### config.mk
export PLATFORM = sky130hd
export DESIGN_NAME = bus_read_serializer
export DESIGN_NICKNAME = d
export VERILOG_FILES = /design/src/rtl/bus_read_serializer_pkg.sv /design/src/rtl/bus_read_serializer_bit_timer.sv /design/src/rtl/bus_read_serializer.sv
export SDC_FILE = /design/constraint.sdc
export NUM_CORES = 1
export LEC_CHECK = 0
export CAP_MARGIN = 20
export CORE_UTILIZATION = 45
export CTS_CLUSTER_SIZE = 28
export DETAILED_ROUTE_END_ITERATION = 6
export GPL_ROUTABILITY_DRIVEN = 0
export PLACE_DENSITY = 0.66
export SLEW_MARGIN = 10
export SYNTH_ARGS = -nofsm -noshare
export SYNTH_HDL_FRONTEND = slang
export SYNTH_HIERARCHICAL = 1
export SYNTH_SLANG_ARGS = --single-unit
### constraint.sdc
create_clock -name clock -period 3.4 [get_ports clock]
set_input_delay 0.34 -clock clock [delete_from_list [all_inputs] [get_ports clock]]
set_output_delay 0.34 -clock clock [all_outputs]
set_load 0.02 [all_outputs]
### src/rtl/bus_read_serializer_pkg.sv
// Shared constants for the bus read serializer: FSM state codes and bit-cell timing.
package bus_read_serializer_pkg;

    localparam logic [2:0] RST0 = 3'd0;
    localparam logic [2:0] RST1 = 3'd1;
    localparam logic [2:0] RST2 = 3'd2;
    localparam logic [2:0] RST3 = 3'd3;
    localparam logic [2:0] RST4 = 3'd4;

    localparam int TIMER_W        = 5;
    localparam int BIT_PERIOD     = 28;
    localparam int CLK_PW         = 6;
    localparam int DATA_LO        = 14;
    localparam int DATA_HI        = 19;
    localparam int PREAMBLE_BITS  = 120;
    localparam int POSTAMBLE_BITS = 16;

    function automatic logic in_data_window(input logic [TIMER_W-1:0] t);
        return (t >= TIMER_W'(DATA_LO)) && (t <= TIMER_W'(DATA_HI));
    endfunction

endpackage

### src/rtl/bus_read_serializer_bit_timer.sv
// Bit-cell timer: counts 0..BIT_PERIOD-1 while enabled and shapes the read clock pulse.
module busread_bit_timer
    import bus_read_serializer_pkg::*;
(
    input  logic               clock,
    input  logic               reset,
    input  logic               enable,
    output logic [TIMER_W-1:0] timer,
    output logic               cell_start,
    output logic               clk_pulse
);

    assign cell_start = enable && (timer == '0);

    always_ff @(posedge clock) begin
        if (reset) begin
            timer     <= '0;
            clk_pulse <= 1'b0;
        end else if (!enable) begin
            timer     <= '0;
            clk_pulse <= 1'b0;
        end else begin
            timer     <= (timer == TIMER_W'(BIT_PERIOD - 1)) ? '0 : timer + 1'b1;
            clk_pulse <= (timer < TIMER_W'(CLK_PW));
        end
    end

endmodule

### src/rtl/bus_read_serializer.sv
// Serializes DRAM sector words onto the active-low read clock/data bus with preamble, sync and postamble.
//   state | meaning
//   RST0  | idle, bus high
//   RST1  | preamble, 120 zero cells
//   RST2  | sync, one 1 cell
//   RST3  | data words, 16 cells each, LSB first
//   RST4  | postamble, 16 zero cells
module bus_read_serializer
    import bus_read_serializer_pkg::*;
(
    input  logic        clock,
    input  logic        reset,
    input  logic        Selected_Ready,
    input  logic        write_selected_ready,
    input  logic        clkenbl_sector,
    input  logic [15:0] data_length,
    input  logic [15:0] dram_readdata,
    input  logic        dram_readdata_valid,
    output logic        load_address_busread,
    output logic        dram_read_enbl_busread,
    output logic        BUS_RD_CLK_L,
    output logic        BUS_RD_DATA_L,
    output logic        read_underrun,
    output logic [7:0]  brs_debug
);

    logic [2:0]         state;
    logic [TIMER_W-1:0] timer;
    logic               cell_start;
    logic               clk_pulse;
    logic [6:0]         cell_cnt;
    logic [11:0]        word_cnt;
    logic [15:0]        shift_reg;
    logic [15:0]        buf_data;
    logic               buf_valid;
    logic               req_outstanding;
    logic               run;
    logic               start;
    logic               cell_end;
    logic               load_pt;
    logic               issue_req;
    logic               strobe_ok;
    logic               cur_bit;
    logic               unused_len_bits;

    assign unused_len_bits = ^data_length[3:0];

    // Any loss of drive readiness or a write in progress drops the transmission at once.
    assign run       = (state != RST0) && Selected_Ready && !write_selected_ready;
    assign start     = (state == RST0) && clkenbl_sector && Selected_Ready && !write_selected_ready;
    assign cell_end  = run && (timer == TIMER_W'(BIT_PERIOD - 1));
    assign load_pt   = run && (state == RST3) && cell_start && (cell_cnt == '0);
    assign issue_req = run && (((state == RST1) && load_address_busread) ||
                               (load_pt && (word_cnt != '0)));
    assign strobe_ok = dram_readdata_valid && req_outstanding && !start;

    assign brs_debug    = {5'd0, state};
    assign BUS_RD_CLK_L = ~clk_pulse;

    busread_bit_timer u_bit_timer (
        .clock      (clock),
        .reset      (reset),
        .enable     (run),
        .timer      (timer),
        .cell_start (cell_start),
        .clk_pulse  (clk_pulse)
    );

    always_comb begin
        cur_bit = 1'b0;
        case (state)
            RST2:    cur_bit = 1'b1;
            RST3:    cur_bit = shift_reg[0];
            default: cur_bit = 1'b0;
        endcase
    end

    always_ff @(posedge clock) begin
        if (reset) begin
            state    <= RST0;
            cell_cnt <= '0;
            word_cnt <= '0;
        end else if (start) begin
            state    <= RST1;
            cell_cnt <= '0;
            word_cnt <= data_length[15:4];
        end else if (!run) begin
            state    <= RST0;
            cell_cnt <= '0;
        end else if (cell_end) begin
            case (state)
                RST1: begin
                    if (cell_cnt == 7'(PREAMBLE_BITS - 1)) begin
                        state    <= RST2;
                        cell_cnt <= '0;
                    end else begin
                        cell_cnt <= cell_cnt + 7'd1;
                    end
                end
                RST2: begin
                    state    <= RST3;
                    cell_cnt <= '0;
                end
                RST3: begin
                    if (cell_cnt == 7'd15) begin
                        cell_cnt <= '0;
                        if (word_cnt == '0) state <= RST4;
                        else                word_cnt <= word_cnt - 12'd1;
                    end else begin
                        cell_cnt <= cell_cnt + 7'd1;
                    end
                end
                RST4: begin
                    if (cell_cnt == 7'(POSTAMBLE_BITS - 1)) begin
                        state    <= RST0;
                        cell_cnt <= '0;
                    end else begin
                        cell_cnt <= cell_cnt + 7'd1;
                    end
                end
                default: state <= RST0;
            endcase
        end
    end

    always_ff @(posedge clock) begin
        if (reset) begin
            shift_reg       <= '0;
            buf_data        <= '0;
            buf_valid       <= 1'b0;
            req_outstanding <= 1'b0;
            read_underrun   <= 1'b0;
        end else begin
            if (start) begin
                read_underrun <= 1'b0;
                buf_valid     <= 1'b0;
            end else if (load_pt) begin
                buf_valid <= 1'b0;
                if (buf_valid) begin
                    shift_reg <= buf_data;
                end else begin
                    shift_reg     <= '0;
                    read_underrun <= 1'b1;
                end
            end else if (cell_end) begin
                shift_reg <= shift_reg >> 1;
            end
            // A late word landing on the load cycle still fills the buffer for the next word.
            if (strobe_ok) begin
                buf_data  <= dram_readdata;
                buf_valid <= 1'b1;
            end
            if (start)          req_outstanding <= 1'b0;
            else if (issue_req) req_outstanding <= 1'b1;
            else if (strobe_ok) req_outstanding <= 1'b0;
        end
    end

    always_ff @(posedge clock) begin
        if (reset) begin
            load_address_busread   <= 1'b0;
            dram_read_enbl_busread <= 1'b0;
            BUS_RD_DATA_L          <= 1'b1;
        end else begin
            load_address_busread   <= start;
            dram_read_enbl_busread <= issue_req;
            BUS_RD_DATA_L          <= !(run && cur_bit && in_data_window(timer));
        end
    end

endmodule

### Word level (Yosys, flattened, before mapping)

Cells that the tools add are included.

| operators by class | value |
|---|---|
| $add $sub $neg | 3 |
| multipliers | 0 |
| div/mod/pow operators | 0 |
| order comparisons | 3 |
| equality and inequality tests | 17 |
| shifts and indexed selects | 0 |
| mux-type cells | 26 |
| bitwise operators | 4 |
| reduce and logical (&&, ||, !) cells | 47 |

Operators by type and width:

| kind | count |
|---|---|
| 12-bit two-way mux | 6 |
| 16-bit two-way mux | 3 |
| 7-bit case mux with 3 select lines | 1 |
| 1-bit logical AND | 18 |
| 5-bit AND reduction | 3 |
| 7-bit two-way mux | 2 |
| 12-bit logical NOT | 1 |
| 3-bit two-way mux | 4 |
| 4-bit by 3-bit inequality test with 1-bit output (second input constant) | 3 |
| 3-bit case mux with 4 select lines | 1 |
| 12-bit nonzero test | 1 |
| 2-bit nonzero test | 6 |
| 12-bit by 1-bit subtractor with 12-bit output (second input constant) | 1 |
| 3-bit nonzero test | 3 |
| 1-bit two-way mux | 8 |
| 7-bit by 1-bit adder with 7-bit output (second input constant) | 1 |
| 7-bit by 4-bit equality test with 1-bit output (second input constant) | 1 |
| 7-bit equality test (second input constant) | 1 |
| 7-bit logical NOT | 1 |
| 3-bit by 2-bit equality test with 1-bit output (second input constant) | 2 |
| 2-bit by 1-bit inequality test with 1-bit output (second input constant) | 3 |
| 2-bit AND reduction | 3 |
| 2-bit OR reduction | 3 |
| 3-bit OR reduction | 2 |
| 16 further kinds | 22 |

| storage, ports and cells | value |
|---|---|
| register bits | 66 |
| bits in latches | 0 |
| memory bits (writable) | 0 |
| ROM bits | 0 |
| input port bits | 38 |
| memories kept | 0 |

### Longest topological paths before layout

Gate-level depths: netlist (run 1).

| logic depth | value |
|---|---|
| word-level depth | 10 |
| mapped depth | 12 |
| gate-level depth less buffers | 10 |

### Modules after synthesis

The synthesis (run 1) kept the hierarchy.

By module, submodules not included:

| module | instances | cells an instance | area each (um^2) | sequential area each (um^2) |
|---|---|---|---|---|
| bus_read_serializer | 1 | 363 | 3057.9 | 1201.2 |
| busread_bit_timer | 1 | 28 | 252.7 | 120.1 |

### Least setup slack after synthesis (run 1)

No wires, ideal clock.

| path | value |
|---|---|
| kind | register -> register |
| start point | register state[0] |
| end point | register shift_reg[13] |
| setup time | 0.138 ns |
| arrival time | 2.009 ns |
| required time | 3.262 ns |
| setup slack | 1.254 ns |
| stages on the path, launching flop included | 13 |
| path buffers | 2 |
| clock period less this slack | 2.146 ns |
| cells stage by stage | dfxtp_1 > buf_6 > nor3_1 > nand2b_1 > clkinv_1 > nand2_1 > nor4_1 > nand2_1 > nor4_1 > nand3_1 > clkbuf_1 > a21oi_1 > a211oi_1 |

| between the ends | value |
|---|---|
| word-level cells in the longest chain between the ends | 8 |
| elaborated cells on any way between the ends | 17 |

Ends and longest elaborated chain:

| what | line | source |
|---|---|---|
| start, declared | bus_read_serializer.sv:27 | `logic [2:0] state;` |
| start signal, assigned | bus_read_serializer.sv:80 | `state <= RST0;` |
| start signal, assigned | bus_read_serializer.sv:84 | `state <= RST1;` |
| start signal, assigned | bus_read_serializer.sv:88 | `state <= RST0;` |
| 3-bit nonzero test (*) | bus_read_serializer.sv:49 | `assign run = (state != RST0) && Selected_Ready && !write_selected_ready;` |
| 1-bit logical AND (*) (2 in a row) | bus_read_serializer.sv:49 |  |
| via run | bus_read_serializer.sv:37 | `logic run;` |
| 1-bit logical AND (*) | bus_read_serializer_bit_timer.sv:13 | `assign cell_start = enable && (timer == '0);` |
| via cell_start | bus_read_serializer.sv:29 | `logic cell_start;` |
| 1-bit logical AND (*) (2 in a row) | bus_read_serializer.sv:52 | `assign load_pt = run && (state == RST3) && cell_start && (cell_cnt == '0);` |
| 2-bit nonzero test (no line) | -- |  |
| 2-bit AND reduction (no line) | -- |  |
| end signal, assigned | bus_read_serializer.sv:140 | `shift_reg <= buf_data;` |
| end signal, assigned | bus_read_serializer.sv:146 | `shift_reg <= shift_reg >> 1;` |
| end, declared | bus_read_serializer.sv:33 | `logic [15:0] shift_reg;` |

The timed path passes the listed nets; every way through them passes the cells marked *.
A chain may end at the register's enable or synchronous reset.

### Final worst setup path (run 1)

| path | value |
|---|---|
| start point | register state[2] |
| end point | register shift_reg[2] |

Same word-level chain as after synthesis.

==> results.md, run 1 <==
* Clk slew on worst S/H paths at 0.08 ns
* Cts bufs inserted at 9
* Clk_lat worst skew at 0.34 ns
* Clock tree buffer depth at 2
* Most frequent cells after synthesis: dfxtp_1 (66), nand2_1 (44), a21oi_1 (43), nor2_1 (28), a211oi_1 (23)
* Sequential-to-total area share from yosys stat at roughly 40%
* CORE AREA at 6940 um2
* ANT nets after route at 0
* First-pass GRT wire length at 12,100 um
* Min cycle time layout at approximately 2.7 ns
* Synthesis Warnings at 6
* Clock sinks at 66
* Final Worst Setup Slack at just over 0.7 ns
* Drt drc at 0
* Max VDD drop at 209 uV
* Post_cts resized at 0
* Internal at 1.20 mW
* Gr ovfl total at 0
* Antenna violations before repair at 0
* Vias at 2,885
* Worst R2R Start: state[2]$_SDFFE_PP0P_
* Critical Path AT at 2.89 ns
* RSZ-0062 raised after global routing: no
* Worst Path Required at 3.60 ns
* Placed inst area at 3780 um2
* Period utilization at 79.1%
* Finished Cell Area at 3980 um2
* Row count at 30
* Syn avg cell area at 8.47 um2
* Final HPWL DP at roughly 5000 um
* Post-CTS Setup Inserts at 0
* Distinct cell type count after synthesis at 56
* Flops & latches, synth at 66
* Root Driver: clkbuf_8
* Switching Share at 24.2%
* Post-Syn Instances at 391
* Slew Limit Fails at 0
* Drt first pass iters at 4
* Global Route Usage Sum at 20.3%
* Layout area overhead at 20.2%
* Routed wire per std cell at around 14 um
* Power Dens Cells at between 300 and 400 nW/um2
* Ratio of cells with drive above 1 in the final layout at roughly 9%
* Die X-Extent at 87.8 um
* Leak pwr at 1.40 nW
* 1st-iter DRT viols at 128
* Hold Startpoint: buf_data[7]$_SDFFE_PP0P_
* Pre-CTS WS at 0.440 ns
* Synth Cell Area at 3310 um2
* Total die area at 7700 um2
* Starting Density at roughly 48%
* Pin count of the biggest net entering global routing at between 50 and 60
* Combinational share of power at 7.9%
* Critical Path Source: state[2]$_SDFFE_PP0P_
* Final hold slack at 0.458 ns
* Setup crit end kind: flip-flop
* Sequential power share at about half
* IO buf count at 41
* # IOs at 51
* Setup_tns at 0 ns
* CP max FO at 16
* Status: complete, no violations
* Post-CTS Hold Buffers at 0
* Diode count at 0
* NetSw at 384 uW
* Dominant cell type by area after synthesis: dfxtp_1
* Nets@finish at between 400 and 500
* Critical Path Source Type: flip-flop
* Area contributors post-synth: dfxtp_1 (40%), a21oi_1 (6.5%), a211oi_1 (5.2%), mux2i_1 (5.1%), nand2_1 (5.0%)
* Synth top area share at around two fifths
* Synth async-reset ratio at 0%
* H-tree depth at 3
* Setup-failing EPs final at 0
* Vias in the first global route at 2,612
* Slew at the pin closest to its max-slew limit at 0.688 ns
* WS Path Type: flip-flop to flip-flop
* Class of the worst hold path: flip-flop to flip-flop
* Slew headroom at between 50% and 60%
* Top-count cell post-synth: dfxtp_1
* CTS tree: yes
* Fin util at 57.3%
* Worst Clk Skew at about 0.0097 ns
* Hold Vio Cnt, Final at 0
* Fmax at about 370 MHz
* Via/cell ratio at 5.45
* Die H at 87.8 um
* Main synth FF type: dfxtp_1
* Clock power share at 42.4%
* Max_cap viols at 0
* DRT Wirelength at 7190 um
* Number of flops mapped to enable cells by yosys at 0
## routing by layer
metal  routed length [um]  up-vias  global-route usage, %
met4                  102        0                   9.54
met3                  230       11                   3.11
met5                    0        -                      0
met1                 3540     1336                   27.6
met2                 3320       55                   31.6
li1                     -     1483                      -
## power by group through the flow
stage	Clock (mW)	Sequential (mW)	Combinational [mW]
floorplan	0	0.805	0.0787
global placement	0	0.806	0.125
detailed placement	0	0.806	0.126
CTS	0.688	0.788	0.127
global route	0.729	0.790	0.139
finish	0.673	0.789	0.126
## logic make-up (layout without fill, tap and decap cells)
| logic type | count (synthesis) | count (layout) | synth area share [%] |
|---|---|---|---|
| compound gates | 103 | 103 | 20.3 |
| other cells | 1 | 5 | 0.113 |
| xor+xnor | 10 | 10 | 2.65 |
| flops | 66 | 66 | 39.9 |
| fa+ha+maj | 6 | 6 | 2.27 |
| mux | 17 | 17 | 5.14 |
| simple gates | 149 | 149 | 24.2 |
| buf+inv | 39 | 77 | 5.44 |
## critical path: stages (launching register included)
cell and delay, ns:
dfxtp_1 0.59, nor3_1 0.14, nand2b_1 0.20, clkinv_1 0.16, nand2_1 0.07, nor4_1 0.21, nand2_1 0.09, nor4_1 0.18
nand3_1 0.37, buf_4 0.31, a21oi_1 0.15, a211oi_1 0.07
## worst paths after layout
kind	to	slack, ns	cells after the start
worst min register to register	buf_data[7]$_SDFFE_PP0P_	0.46	2
worst max register to register	shift_reg[2]$_SDFFE_PP0P_	0.71	11
worst min-delay path	buf_data[7]$_SDFFE_PP0P_	0.46	2
worst max-delay path	shift_reg[2]$_SDFFE_PP0P_	0.71	11
## through the flow
step           power [mW]  instances
3_5_place_dp        0.933        513
5_1_grt              1.66        529
4_1_cts              1.60        529
3_3_place_gp        0.931        513
6_report             1.59        529
2_1_floorplan       0.883        395
## layout make-up
type                       count  area, um2
tap                           96        120
clock inverter                 6       65.1
clock buffer                  10        138
timing repair buffer          48        463
inverter                      13       48.8
multi-input combinational    290       1820
fill                         665       2960
sequential                    66       1320
## placed cells by master (no fill, tap or decap), types with 2 or more instances in the layout
master,n
dfxtp_1,66
nor2b_1,2
nor4_1,7
nand2b_1,6
o21ai_0,11
a211oi_1,23
nand4_1,5
nand3b_1,3
or4_1,4
clkinv_2,2
o21bai_1,4
nand3_1,10
ha_1,6
nor3_1,8
nand4b_1,3
nor2_1,28
o211ai_1,4
or2_2,3
buf_4,7
clkbuf_8,10
inv_1,11
a21oi_1,43
xnor2_1,5
mux2i_1,17
or3_1,10
and3_1,4
a311oi_1,2
o31ai_1,3
nand2_1,44
conb_1,5
xor2_1,5
a21o_2,2
clkdlybuf4s50_1,41
o2111ai_1,3
Power figures use the tool's default switching activity.
==> inputs of run 2 (changes only) <==
==> constraint.sdc (replaced) <==
create_clock -name clock -period 2.75 [get_ports clock]
set_input_delay 0.275 -clock clock [delete_from_list [all_inputs] [get_ports clock]]
set_output_delay 0.275 -clock clock [all_outputs]
set_load 0.02 [all_outputs]
==> run 2 against run 1 <==
  * Register-to-register slack worse by 0.32 ns
  * Design area up 0.16%
  * Critical path depth down 5
  * Flip-flop and latch count unchanged
  * Sequential share of layout area down 0.052 points
  * Cell count up 0.57%
  * Setup slack worse by 0.32 ns
  * Die area unchanged
  * Clock skew up 0.00079 ns
  * Hold slack better by 0.0010 ns
  * Non-clock buffer count up 3
  * Maximum frequency up 14%
  * Largest power group unchanged
  * Highest routed layer unchanged
==> results.md, run 2 (synthesized netlist as in run 1, its figures left out) <==
* Critical Path AT at 2.56 ns
* H-tree depth at 3
* Diode count at 0
* Setup_tns at 0 ns
* ANT nets after route at 0
* Most common cell on crit path: o21ai_0
* Global Route Usage Sum at 20.6%
* DRT Wirelength at slightly above 7000 um
* Hold Vio Cnt, Final at 0
* Clk_lat worst skew at roughly 0.34 ns
* Storage cell area at 1320 um2
* Worst Path Required at ~3.0 ns
* Total die area at 7700 um2
* Slew Limit Fails at 0
* Most common cell after layout, fill and taps aside: dfxtp_1
* Slew at the pin closest to its max-slew limit at 0.684 ns
* Max stage delay on crit path at 0.54 ns
* Via/cell ratio at approximately 5.4
* Max VDD drop at between 300 and 400 uV
* Fmax at 424 MHz
* Antenna violations before repair at 0
* Post-CTS Hold Buffers at 0
* Layout area overhead at 20.4%
* Power Dens Cells at around 480 nW/um2
* Clock tree buffer depth at 2
* IO buf count at 41
* Root Driver: clkbuf_8
* Worst path bufs/invs at 1
* Vias in the first global route at 2,611
* Ratio of cells with drive above 1 in the final layout at 9.17%
* Cts bufs inserted at 9
* Slew headroom at 54.2%
* CP max FO at 9
* CTS tree: yes
* Post_cts resized at 0
* Drt drc at 0
* Worst Clk Skew at roughly 0.010 ns
* Final HPWL DP at 5070 um
* Max_cap viols at 0
* Routed wire per std cell at between 10 and 15 um
* Cell chain of the critical path: buf_4, or3b_4, a2111oi_4, o21ai_0, o21ai_0, nor2_1
* # IOs at a little over 50
* Filler Cell Count at 641
* Pin count of the biggest net entering global routing at 28
* CP delay by family, top: compound AO/OA/AOI/OAI gates
* Post-CTS Setup Inserts at 0
* WS Path Type: flip-flop to flip-flop
* Die X-Extent at 87.8 um
* Final hold slack at 0.459 ns
* Class of the worst hold path: flip-flop to flip-flop
* Row count at 30
* Min cycle time layout at 2.36 ns
* Leak pwr at 1.41 nW
* First-pass GRT wire length at 12,300 um
* Setup-failing EPs final at 0
* 1st-iter DRT viols at 124
* Setup crit end kind: flip-flop
* Multi-input gate area at 1820 um2
* Clock sinks at 66
* Status: complete, no violations
* Clk slew on worst S/H paths at about 0.070 ns
* Starting Density at 47.7%
* Commonest non-fill, non-tap cells in the layout: dfxtp_1 (66), nand2_1 (44), a21oi_1 (43)
* Period utilization at a little under nine tenths
* CORE AREA at between 6000 and 7000 um2
* Gr ovfl total at 0
* RSZ-0062 raised after global routing: no
* Drt first pass iters at 4
* Nets@finish at between 400 and 500
* Die H at between 80 and 90 um
* Slowest cell on the critical path: a2111oi_4
* Critical Path Source Type: flip-flop
* Vias at slightly below 3,000
[run 2: worst paths after layout]
path | end | slack (ns) | startpoint | depth (start not counted)
setup / recovery | cell_cnt[0]$_SDFFE_PP0P_ | 0.39 | state[0]$_SDFFE_PP0P_ | 6
hold / removal | buf_data[7]$_SDFFE_PP0P_ | 0.46 | buf_data[7]$_SDFFE_PP0P_ | 2
setup reg to reg | cell_cnt[0]$_SDFFE_PP0P_ | 0.39 | state[0]$_SDFFE_PP0P_ | 6
hold reg to reg | buf_data[7]$_SDFFE_PP0P_ | 0.46 | buf_data[7]$_SDFFE_PP0P_ | 2
[run 2: layout make-up]
type / count / area share, %
clock buffer: 11 / 3.30
clock inverter: 5 / 1.38
inverter: 13 / 1.22
multi-input combinational: 290 / 45.8
sequential: 66 / 33.1
tap: 96 / 3.01
timing repair buffer: 51 / 12.2
[run 2: per-stage QoR]
step                      setup WS [ns]  instance area, um2  util (%)  total power, mW  cells
after global placement            0.237                3800      54.7             1.15    516
final                             0.391                3990      57.4             1.91    532
after global routing              0.136                3990      57.4             2.00    532
after detailed placement          0.176                3800      54.7             1.15    516
after CTS                         0.410                3990      57.4             1.94    532
after floorplan                   0.604                3330         -             1.09    395
[run 2: worst register-to-register path, cell delays in order (launching register included)]
cell,delay (ns)
dfxtp_1,0.33
buf_4,0.17
or3b_4,0.43
a2111oi_4,0.54
o21ai_0,0.15
o21ai_0,0.51
nor2_1,0.10
[run 2: where the power goes]
group          leakage (nW)  total [mW]  switching, mW  internal (mW)
combinational         0.785       0.158         0.0758         0.0824
clock                0.0893       0.782          0.366          0.416
sequential            0.533       0.974        0.00916          0.965
[run 2: routing by layer]
layer / wire, um / vias up / track usage (%)
met3: 245 / 6 / 3.58
met2: 3210 / 54 / 31.5
met5: 0 / - / 0
li1: - / 1490 / -
met4: 70 / 0 / 8.49
met1: 3590 / 1335 / 28.5
